==> src/rtl/scan_chain_ctrl_if.sv <==
`default_nettype none
// ============================================================================
// Module   : scan_chain_ctrl_if
// Brief    : Host/chip signal bundle for the serial scan-chain master.
// Revision : 1.0 - initial release
// ============================================================================
interface scan_chain_ctrl_if #(
    parameter int N = 100
);
    logic         SC_clk_enb;
    logic         SC_data_enb;
    logic [N-1:0] data_in;
    logic         data_out;
    logic         SC_data;
    logic         SC_clk_chip;
    logic [N-1:0] SC_out;
    logic         SC_done;

    // Controller side
    modport master (
        input  SC_clk_enb, SC_data_enb, data_in, data_out,
        output SC_data, SC_clk_chip, SC_out, SC_done
    );

    // Host / chip side
    modport slave (
        output SC_clk_enb, SC_data_enb, data_in, data_out,
        input  SC_data, SC_clk_chip, SC_out, SC_done
    );
endinterface
`default_nettype wire

==> src/rtl/scan_chain_ctrl.sv <==
`default_nettype none
// ============================================================================
// Module   : scan_chain_ctrl
// Brief    : Serial scan-chain master; shifts data_in out MSB-first on a slow
//            scan clock while capturing the chip's scan output into SC_out.
//            Optional SCAN_LOOPBACK_EN: capture the outgoing SC_data instead.
// Revision : 1.0 - initial release
// ============================================================================
module scan_chain_ctrl #(
    parameter int N        = 100,
    parameter int HALF_PER = 50
) (
    input  wire logic            clki,
    input  wire logic            reset,
    scan_chain_ctrl_if.master    bus
);
    localparam int c_BIT_W  = $clog2(N + 1);
    localparam int c_HALF_W = $clog2(HALF_PER);
    localparam logic [c_BIT_W-1:0]  c_LAST_BIT  = c_BIT_W'(N - 1);
    localparam logic [c_HALF_W-1:0] c_HALF_LAST = c_HALF_W'(HALF_PER - 1);

    typedef enum logic [1:0] {
        S_IDLE = 2'd0,
        S_LOW  = 2'd1,
        S_HIGH = 2'd2,
        S_DONE = 2'd3
    } state_t;

    state_t               r_state, w_state;
    logic [c_HALF_W-1:0]  r_half, w_half;
    logic [c_BIT_W-1:0]   r_bit_cnt, w_bit_cnt;
    logic [N-1:0]         r_tx, w_tx;
    logic [N-1:0]         r_rx, w_rx;
    logic [N-1:0]         r_sc_out, w_sc_out;
    logic                 r_sc_data, w_sc_data;
    logic                 r_sc_clk, w_sc_clk;
    logic                 r_sc_done, w_sc_done;

    logic r_enb_s1, r_enb_s2;
    logic r_req_s1, r_req_s2, r_req_d;
    logic w_start;
    logic w_sample;

    // Host-domain controls cross via two-flop synchronisers
    always_ff @(posedge clki or posedge reset) begin
        if (reset) begin
            r_enb_s1 <= 1'b0;
            r_enb_s2 <= 1'b0;
            r_req_s1 <= 1'b0;
            r_req_s2 <= 1'b0;
            r_req_d  <= 1'b0;
        end else begin
            r_enb_s1 <= bus.SC_clk_enb;
            r_enb_s2 <= r_enb_s1;
            r_req_s1 <= bus.SC_data_enb;
            r_req_s2 <= r_req_s1;
            r_req_d  <= r_req_s2;
        end
    end

    assign w_start = r_req_s2 & ~r_req_d & r_enb_s2;

`ifdef SCAN_LOOPBACK_EN
    // Loopback captures the bit currently being driven to the chip
    assign w_sample = r_sc_data;
`else
    logic r_dout_s1, r_dout_s2;

    always_ff @(posedge clki or posedge reset) begin
        if (reset) begin
            r_dout_s1 <= 1'b0;
            r_dout_s2 <= 1'b0;
        end else begin
            r_dout_s1 <= bus.data_out;
            r_dout_s2 <= r_dout_s1;
        end
    end

    assign w_sample = r_dout_s2;
`endif

    always_ff @(posedge clki or posedge reset) begin
        if (reset) begin
            r_state   <= S_IDLE;
            r_half    <= '0;
            r_bit_cnt <= '0;
            r_tx      <= '0;
            r_rx      <= '0;
            r_sc_out  <= '0;
            r_sc_data <= 1'b0;
            r_sc_clk  <= 1'b0;
            r_sc_done <= 1'b0;
        end else begin
            r_state   <= w_state;
            r_half    <= w_half;
            r_bit_cnt <= w_bit_cnt;
            r_tx      <= w_tx;
            r_rx      <= w_rx;
            r_sc_out  <= w_sc_out;
            r_sc_data <= w_sc_data;
            r_sc_clk  <= w_sc_clk;
            r_sc_done <= w_sc_done;
        end
    end

    always_comb begin
        w_state   = r_state;
        w_half    = r_half;
        w_bit_cnt = r_bit_cnt;
        w_tx      = r_tx;
        w_rx      = r_rx;
        w_sc_out  = r_sc_out;
        w_sc_data = r_sc_data;
        w_sc_clk  = r_sc_clk;
        w_sc_done = r_sc_done;

        case (r_state)
            S_IDLE: begin
                w_sc_clk  = 1'b0;
                w_sc_data = 1'b0;
                w_half    = '0;
                if (w_start) begin
                    w_tx      = bus.data_in;
                    w_rx      = '0;
                    w_bit_cnt = '0;
                    w_sc_done = 1'b0;
                    w_sc_data = bus.data_in[N-1];
                    w_state   = S_LOW;
                end
            end
            S_LOW: begin
                if (!r_enb_s2) begin
                    w_state   = S_IDLE;
                    w_sc_clk  = 1'b0;
                    w_sc_data = 1'b0;
                    w_half    = '0;
                end else if (r_half == c_HALF_LAST) begin
                    w_half   = '0;
                    w_sc_clk = 1'b1;
                    w_rx     = {r_rx[N-2:0], w_sample};
                    w_state  = S_HIGH;
                end else begin
                    w_half = r_half + c_HALF_W'(1);
                end
            end
            S_HIGH: begin
                if (!r_enb_s2) begin
                    w_state   = S_IDLE;
                    w_sc_clk  = 1'b0;
                    w_sc_data = 1'b0;
                    w_half    = '0;
                end else if (r_half == c_HALF_LAST) begin
                    w_half    = '0;
                    w_sc_clk  = 1'b0;
                    w_bit_cnt = r_bit_cnt + c_BIT_W'(1);
                    if (r_bit_cnt == c_LAST_BIT) begin
                        w_sc_out  = r_rx;
                        w_sc_done = 1'b1;
                        w_sc_data = 1'b0;
                        w_state   = S_DONE;
                    end else begin
                        // Rotate rather than shift so every tx bit stays live
                        w_tx      = {r_tx[N-2:0], r_tx[N-1]};
                        w_sc_data = r_tx[N-2];
                        w_state   = S_LOW;
                    end
                end else begin
                    w_half = r_half + c_HALF_W'(1);
                end
            end
            S_DONE: begin
                w_state = S_IDLE;
            end
            default: begin
                w_state = S_IDLE;
            end
        endcase
    end

    assign bus.SC_data     = r_sc_data;
    assign bus.SC_clk_chip = r_sc_clk;
    assign bus.SC_out      = r_sc_out;
    assign bus.SC_done     = r_sc_done;

endmodule
`default_nettype wire

==> src/flat_wrapper.sv <==
// flat-port wrapper written by rule: the top's interface ports become plain ports
module scan_chain_ctrl_flat 
#(
    parameter int N        = 100,
    parameter int HALF_PER = 50
)
  (clki, reset, bus_SC_clk_enb, bus_SC_data_enb, bus_data_in, bus_data_out, bus_SC_data, bus_SC_clk_chip, bus_SC_out, bus_SC_done);
  scan_chain_ctrl_if #(.N(N)) bus_i ();
  input  wire logic clki;
  input  wire logic reset;
  input wire logic [$bits(bus_i.SC_clk_enb)-1:0] bus_SC_clk_enb;
  input wire logic [$bits(bus_i.SC_data_enb)-1:0] bus_SC_data_enb;
  input wire logic [$bits(bus_i.data_in)-1:0] bus_data_in;
  input wire logic [$bits(bus_i.data_out)-1:0] bus_data_out;
  output wire logic [$bits(bus_i.SC_data)-1:0] bus_SC_data;
  output wire logic [$bits(bus_i.SC_clk_chip)-1:0] bus_SC_clk_chip;
  output wire logic [$bits(bus_i.SC_out)-1:0] bus_SC_out;
  output wire logic [$bits(bus_i.SC_done)-1:0] bus_SC_done;
  assign bus_i.SC_clk_enb = bus_SC_clk_enb;
  assign bus_i.SC_data_enb = bus_SC_data_enb;
  assign bus_i.data_in = bus_data_in;
  assign bus_i.data_out = bus_data_out;
  assign bus_SC_data = bus_i.SC_data;
  assign bus_SC_clk_chip = bus_i.SC_clk_chip;
  assign bus_SC_out = bus_i.SC_out;
  assign bus_SC_done = bus_i.SC_done;
  scan_chain_ctrl #(.N(N), .HALF_PER(HALF_PER)) u_core (.clki(clki), .reset(reset), .bus(bus_i));
endmodule
==> config.mk <==
export PLATFORM = sky130hd
export DESIGN_NAME = scan_chain_ctrl_flat
export DESIGN_NICKNAME = d
export VERILOG_FILES = /design/src/rtl/scan_chain_ctrl_if.sv /design/src/rtl/scan_chain_ctrl.sv /design/src/flat_wrapper.sv
export SDC_FILE = /design/constraint.sdc
export NUM_CORES = 1
export LEC_CHECK = 0
export ABC_AREA = 1
export ABC_CLOCK_PERIOD_IN_PS = 11100
export CAP_MARGIN = 20
export CORE_MARGIN = 2
export CORE_UTILIZATION = 51
export CTS_BUF_LIST = sky130_fd_sc_hd__clkbuf_8
export DETAILED_ROUTE_END_ITERATION = 8
export HOLD_SLACK_MARGIN = 0.15
export PLACE_DENSITY_LB_ADDON = 0.12
export SETUP_SLACK_MARGIN = 0.1
export SLEW_MARGIN = 30
export SYNTH_ARGS = -nofsm -noshare
export SYNTH_HDL_FRONTEND = slang
export SYNTH_SLANG_ARGS = --single-unit
==> constraint.sdc <==
create_clock -name clki -period 11.1 [get_ports clki]
set_input_delay 2.22 -clock clki [delete_from_list [all_inputs] [get_ports clki]]
set_output_delay 2.22 -clock clki [all_outputs]
set_load 0.03 [all_outputs]
==> results of run 1 <==
worst paths after layout:
check / from / endpoint / slack, ns / cells past startpoint
setup / recovery: u_core.bus.SC_out[31] / bus_SC_out[31] / 7.21 / 1
min in group asynchronous: reset / u_core.bus.SC_out[95] / 2.19 / 3
hold reg to reg: u_core.r_dout_s1 / u_core.r_dout_s2 / 0.35 / 0
hold / removal: u_core.r_dout_s1 / u_core.r_dout_s2 / 0.35 / 0
max in group asynchronous: reset / u_core.bus.SC_out[36] / 7.40 / 5
setup reg to reg: u_core.r_state[1] / u_core.r_rx[31] / 7.51 / 11
flip-flops by register name, summed over array words and instances, names as in the netlist:
register and flops:
u_core.bus.SC_clk_chip 1, u_core.bus.SC_data 1, u_core.bus.SC_done 1, u_core.bus.SC_out 100, u_core.r_bit_cnt 7, u_core.r_dout_s1 1, u_core.r_dout_s2 1, u_core.r_enb_s1 1
u_core.r_enb_s2 1, u_core.r_half 6, u_core.r_req_d 1, u_core.r_req_s1 1, u_core.r_req_s2 1, u_core.r_rx 100, u_core.r_state 2, u_core.r_tx 100
metal layers:
metal / vias to the layer above / GRT usage
met4: 0 / 0.0501
met2: 285 / 0.329
met5: - / 0
met3: 40 / 0.0457
li1: 5726 / -
met1: 5536 / 0.324
Yosys cell counts (10+ instances only):
master and n:
buf_2 28, buf_6 27, buf_8 10, clkbuf_1 33
clkbuf_8 10, dfrtp_1 325, inv_1 120, nand2_1 536
nand3_1 312, nor2_1 21, o21ai_0 192, o21ai_1 19
metrics by stage:
stage | cell area, um2 | instances | worst slack, ns | util | total power, mW
after floorplan | 14500 | 1681 | 4.54 | - | 2.72
after global placement | 16300 | 2154 | 6.49 | 0.584 | 2.71
after detailed placement | 16400 | 2156 | 6.40 | 0.586 | 2.76
after CTS | 17500 | 2253 | 7.03 | 0.628 | 3.89
after global routing | 17600 | 2253 | 7.10 | 0.628 | 4.12
final | 17600 | 2253 | 7.21 | 0.628 | 3.85
logic make-up (layout without fill, tap and decap cells):
kind of cell    after synthesis  count (layout)  synth area share
simple gates                881             881             0.259
flops                       325             325             0.560
buf+inv                     243             437            0.0951
compound gates              217             217            0.0753
fa+ha+maj                     8               8           0.00689
xor+xnor                      7               7           0.00422
area by class of cell:
| type | instances | area, um2 |
|---|---|---|
| repair buffers | 219 | 2230 |
| well taps | 378 | 473 |
| fillers | 2451 | 10400 |
| clock buffers | 69 | 950 |
| inverters | 121 | 458 |
| flip-flops and latches | 325 | 8130 |
| clock inverters | 28 | 218 |
| multi-input cells | 1113 | 5090 |
power groups by stage:
stage	clock (mW)	sequential (mW)	combinational [mW]
floorplan	0	1.44	1.28
global placement	0	1.45	1.26
detailed placement	0	1.46	1.30
CTS	1.14	1.44	1.30
global route	1.20	1.46	1.46
finish	1.11	1.44	1.29
==> metrics.md, run 1 <==
| Metric | Value |
|---|---|
| Power Density | `219 mW/mm2` |
| CTS tree | `built` |
| Switch share | `0.396` |
| Largest area contributor in the netlist | `dfrtp_1` |
| Achievable Freq | `roughly 260 MHz` |
| Setup_tns | `0 ns` |
| Layout Area Growth over Synthesis | `20.8%` |
| Clk buf depth | `3` |
| CP Cell Sequence | `clkdlybuf4s50_1` |
| Max capacitance violation total | `0` |
| Crit share post-route | `0.351` |
| Sequential area share after synthesis | `0.560` |
| Top Ports | `between 200 and 250` |
| Core ar. | `about 0.028 mm2` |
| Cell count after synthesis | `approximately 1.7k` |
| Syn_nets | `between 1.5k and 2k` |
| Crit end category | `output port` |
| Largest net degree at the start of global routing | `roughly 130` |
| Crit Path Category | `reg2out` |
| Clock Sinks | `325` |
| Leakage | `approximately 8.4 nW` |
| FP Rows | `slightly above 60` |
| Clock transition at path regs | `0.06 ns` |
| Vias per cell | `a little over 5` |
| Max Slew Vio Count | `0` |
| Area share of the largest cell type after synthesis | `0.560` |
| Antenna cells | `0` |
| Die W | `~170 um` |
| FFs w/ async S/R, synth | `1.00` |
| Synth Cell Area | `0.0145 mm2` |
| Routed vias | `11.6k` |
| WP data arrival | `around 1.7 ns` |
| Ys flop type | `dfrtp_1` |
| #FFs+latches synth | `around 330` |
| Worst VDD drop | `308 uV` |
| Critical Path Fanout Max | `2` |
| Setup violators final | `0` |
| Largest stage delay, worst path | `between 0.6 and 0.7 ns` |
| HPWL after detailed placement | `roughly 19000 um` |
| Initial antenna violation count | `0` |
| CTS Buf Count | `53` |
| Met2 WL post-DR | `14600 um` |
| Flop pwr share | `0.374` |
| Root buf cell | `clkbuf_8` |
| Post-cts sizing count | `0` |
| Vias in the first global route | `~11k` |
| Least-Margin Pin Slew | `0.933 ns` |
| Post-CTS Setup Repair Bufs | `0` |
| RSZ-0062 raised after global routing | `no` |
| Combinational share of power | `0.336` |
| Met3 routed WL | `1840 um` |
| Sw power | `1.53 mW` |
| Number of flops mapped to enable cells by yosys | `0` |
| Overall routing resource usage | `0.218` |
| First-pass GRT wire length | `between 50000 and 60000 um` |
| P_int | `2.33 mW` |
| # DRC | `0` |
| YS warnings | `0` |
| Minimum clock period | `3.89 ns` |
| Hold slack | `0.345 ns` |
| Synth area leaders | `dfrtp_1, nand2_1, nand3_1` |
| Most frequent cells in the layout | `nand2_1, dfrtp_1, nand3_1` |
| H-tree depth | `2` |
| Final Hold Viols | `0` |
| IO buf count | `around 210` |
| Share of cells above drive strength 1 | `0.0624` |
| CP Buf/Inv Count | `1` |
| Detail Route Antenna Nets | `0` |
| Global route total overflow | `0` |
| Worst hold path class | `reg2reg` |
| Post-Route WL | `between 30000 and 40000 um` |
| Hold_buf cts | `0` |
| Worst Skew | `around 0.022 ns` |
| DR iter-0 viols | `between 1k and 1.5k` |
| Clk network pwr share | `0.289` |
| Slowest-stage cell, CP | `clkdlybuf4s50_1` |
| Crit path launch type | `flop` |
| Pre-antenna DRT Iters | `5` |
| Die H | `173 um` |
| Syn avg cell area | `between 8 and 9 um2` |
| Initial core utilization | `0.520` |
| WP data required | `a little under 9 ns` |
| M1 wire length | `around 15000 um` |
| Clock insertion delay at the later pin of the skew report | `0.58 ns` |
| Routed len/inst | `approximately 14 um` |
| Max-slew headroom | `0.378` |
| Status | `complete, no violations` |
| DR top layer | `met4` |
| Netlist cell types | `31` |
| Top cell family by delay on the critical path | `buffers and inverters` |
| Final nets | `slightly below 2k` |
| Placer Congestion | `between 0.7 and 0.8` |
| Commonest non-fill, non-tap cell in the layout | `nand2_1` |
| Die outline area | `0.0299 mm2` |
Power figures use the tool's default switching activity.
==> inputs of run 2 (changes only) <==
- ABC_CLOCK_PERIOD_IN_PS: 11100 -> 3500
- clock period: 11.1 -> 3.5 ns (I/O delays scaled with it)
==> run 2 against run 1 <==
Via count grew 0.14%. Largest power group unchanged. Cell area rose by 0.68%. Power rose to 3.2 times the previous value. Worst hold slack better by 0.0016 ns. Critical endpoint is now u_core.r_rx[9]. Critical path type is now reg2reg. Clock power increased to 3.2 times the previous value. Sequential power increased to 3.2 times the previous value.
==> metrics.md, run 2 (same netlist as run 1, synthesis figures left out) <==
| Metric | Value |
|---|---|
| Status | `complete, no violations (unchanged)` |
| CTS tree | `built (unchanged)` |
| Global route total overflow | `0 (unchanged)` |
| Clk buf depth | `3 (unchanged)` |
| HPWL after detailed placement | `18900 um (was 18800 um)` |
| RSZ-0062 raised after global routing | `no (unchanged)` |
| IO buf count | `207 (unchanged)` |
| Clock transition at path regs | `0.06 ns (about the same)` |
| Setup violators final | `0 (unchanged)` |
| Initial core utilization | `0.520 (unchanged)` |
| Post-CTS Setup Repair Bufs | `0 (unchanged)` |
| Antenna cells | `0 (unchanged)` |
| Placer Congestion | `0.761 (was 0.771)` |
| Core ar. | `0.0279 mm2 (unchanged)` |
| Share of cells above drive strength 1 | `0.0625 (was 0.0624)` |
| Minimum clock period | `2.53 ns` |
| Fill count | `2384 (was 2451)` |
| Pre-antenna DRT Iters | `5 (unchanged)` |
| WP data required | `3.99 ns (was 8.88 ns)` |
| Final WS setup | `0.970 ns (was 7.21 ns)` |
| Routed len/inst | `14.4 um (about the same)` |
| Leakage | `8.49 nW (was 8.40 nW)` |
| Vias per cell | `5.12 (was 5.14)` |
| Max capacitance violation total | `0 (unchanged)` |
| CP Buf/Inv Count | `2 (was 1)` |
| Clock Sinks | `325 (unchanged)` |
| Worst VDD drop | `616 uV (was 308 uV)` |
| Post-Route WL | `32700 um (was 32400 um)` |
| Crit share post-route | `0.723` |
| H-tree depth | `2 (unchanged)` |
| Hold_buf cts | `0 (unchanged)` |
| Critical Path Fanout Max | `200 (was 2)` |
| # DRC | `0 (unchanged)` |
| Sequential Area | `0.00813 mm2 (unchanged)` |
| Top cell family by delay on the critical path | `simple AND/OR/NAND/NOR gates (was buffers and inverters)` |
| Worst Skew | `0.0243 ns (was 0.0219 ns)` |
| Die H | `173 um (unchanged)` |
| Top Ports | `208 (unchanged)` |
| Initial antenna violation count | `0 (unchanged)` |
| Power Density | `698 mW/mm2 (was 219 mW/mm2)` |
| Root buf cell | `clkbuf_8 (unchanged)` |
| Hold slack | `0.347 ns (was 0.345 ns)` |
| Overall routing resource usage | `0.218 (about the same)` |
| Max-slew headroom | `0.421 (was 0.378)` |
| Max Slew Vio Count | `0 (unchanged)` |
| Vias in the first global route | `11.3k (was 11.1k)` |
| Crit path launch type | `flop (unchanged)` |
| Footprint of the multi-input gates | `0.00508 mm2 (was 0.00509 mm2)` |
| FP Rows | `61 (unchanged)` |
| First-pass GRT wire length | `55700 um (was 55300 um)` |
| Slowest-stage cell, CP | `buf_12 (was clkdlybuf4s50_1)` |
| Detail Route Antenna Nets | `0 (unchanged)` |
| Largest net degree at the start of global routing | `201 (was 131)` |
| CTS Buf Count | `56 (was 53)` |
| Achievable Freq | `just under 400 MHz` |
| WP data arrival | `3.02 ns (was 1.67 ns)` |
| Final Hold Viols | `0 (unchanged)` |
| DR iter-0 viols | `1231 (was 1069)` |
| Largest stage delay, worst path | `0.44 ns (was 0.69 ns)` |
| Least-Margin Pin Slew | `0.868 ns (was 0.933 ns)` |
| Post-cts sizing count | `0 (unchanged)` |
| Crit end category | `flop (was output port)` |
| CP Cell Sequence | `inv_1, ha_1, nand2_4, nand2_1, a21oi_4, buf_12, nand3_1, o21ai_0 (was clkdlybuf4s50_1)` |
| Die outline area | `0.0299 mm2 (unchanged)` |
| Commonest non-fill, non-tap cell in the layout | `nand2_1 (unchanged)` |
| Dpl ws | `1.02 ns (was 6.40 ns)` |
| Routed vias | `11.6k (about the same)` |
| Final nets | `1955 (was 1946)` |
| Clock insertion delay at the later pin of the skew report | `0.58 ns (about the same)` |
| Worst hold path class | `reg2reg (unchanged)` |
| Most frequent cells in the layout | `nand2_1, dfrtp_1, nand3_1 (unchanged)` |
| Die W | `173 um (unchanged)` |
| Crit Path Category | `reg2reg (was reg2out)` |
| Layout Area Growth over Synthesis | `21.6% (was 20.8%)` |
-- run 2: cell count changes in the layout (fill, tap and decap cells not counted), sizes merged --
cell,previous run,this run
buf,12,18
bufinv,3,1
clkinv,15,3
inv,130,140
clkbuf,69,79
-- run 2: worst paths after layout --
check / slack (ns) / cells after the start / from / end
worst min register to register: 0.35 / 0 / u_core.r_dout_s1 / u_core.r_dout_s2
min in group asynchronous: 0.50 / 2 / reset / u_core.bus.SC_out[93]
worst max-delay path: 0.97 / 8 / u_core.r_state[0] / u_core.r_rx[9]
max in group asynchronous: 2.08 / 3 / reset / u_core.r_tx[22]
worst min-delay path: 0.35 / 0 / u_core.r_dout_s1 / u_core.r_dout_s2
worst max register to register: 0.97 / 8 / u_core.r_state[0] / u_core.r_rx[9]
-- run 2: cell type report --
cell class / count / area share
Clock inverter: 24 / 0.00772
Timing Repair Buffer: 225 / 0.131
Tap cell: 378 / 0.0268
Multi-Input combinational cell: 1113 / 0.287
Clock buffer: 79 / 0.0615
Sequential cell: 325 / 0.460
Inverter: 121 / 0.0259
-- run 2: power breakdown --
part	internal (mW)	switching (mW)	leakage, nW
clock	2.07	1.51	0.703
combinational	1.13	3.04	3.38
sequential	4.31	0.269	4.42
-- run 2: per-stage QoR --
stage,power [mW],util,area (um2),instances,TNS (ns)
after floorplan,8.62,-,14500,1681,-499.44
after global placement,8.73,0.589,16400,2162,0
after detailed placement,8.81,0.589,16500,2162,0
after CTS,12.5,0.633,17700,2265,0
after global routing,13.2,0.633,17700,2265,0
final,12.3,0.633,17700,2265,0
-- run 2: metal layers --
layer  part of all wire  GRT usage  wire length [um]  vias up
met3              0.057     0.0422              1870       35
met1               0.48      0.329             15700     5534
li1                   -          -                 -     5733
met5                  0          0                 0        -
met2               0.45      0.329             14700      301
met4              0.012     0.0498               393        0
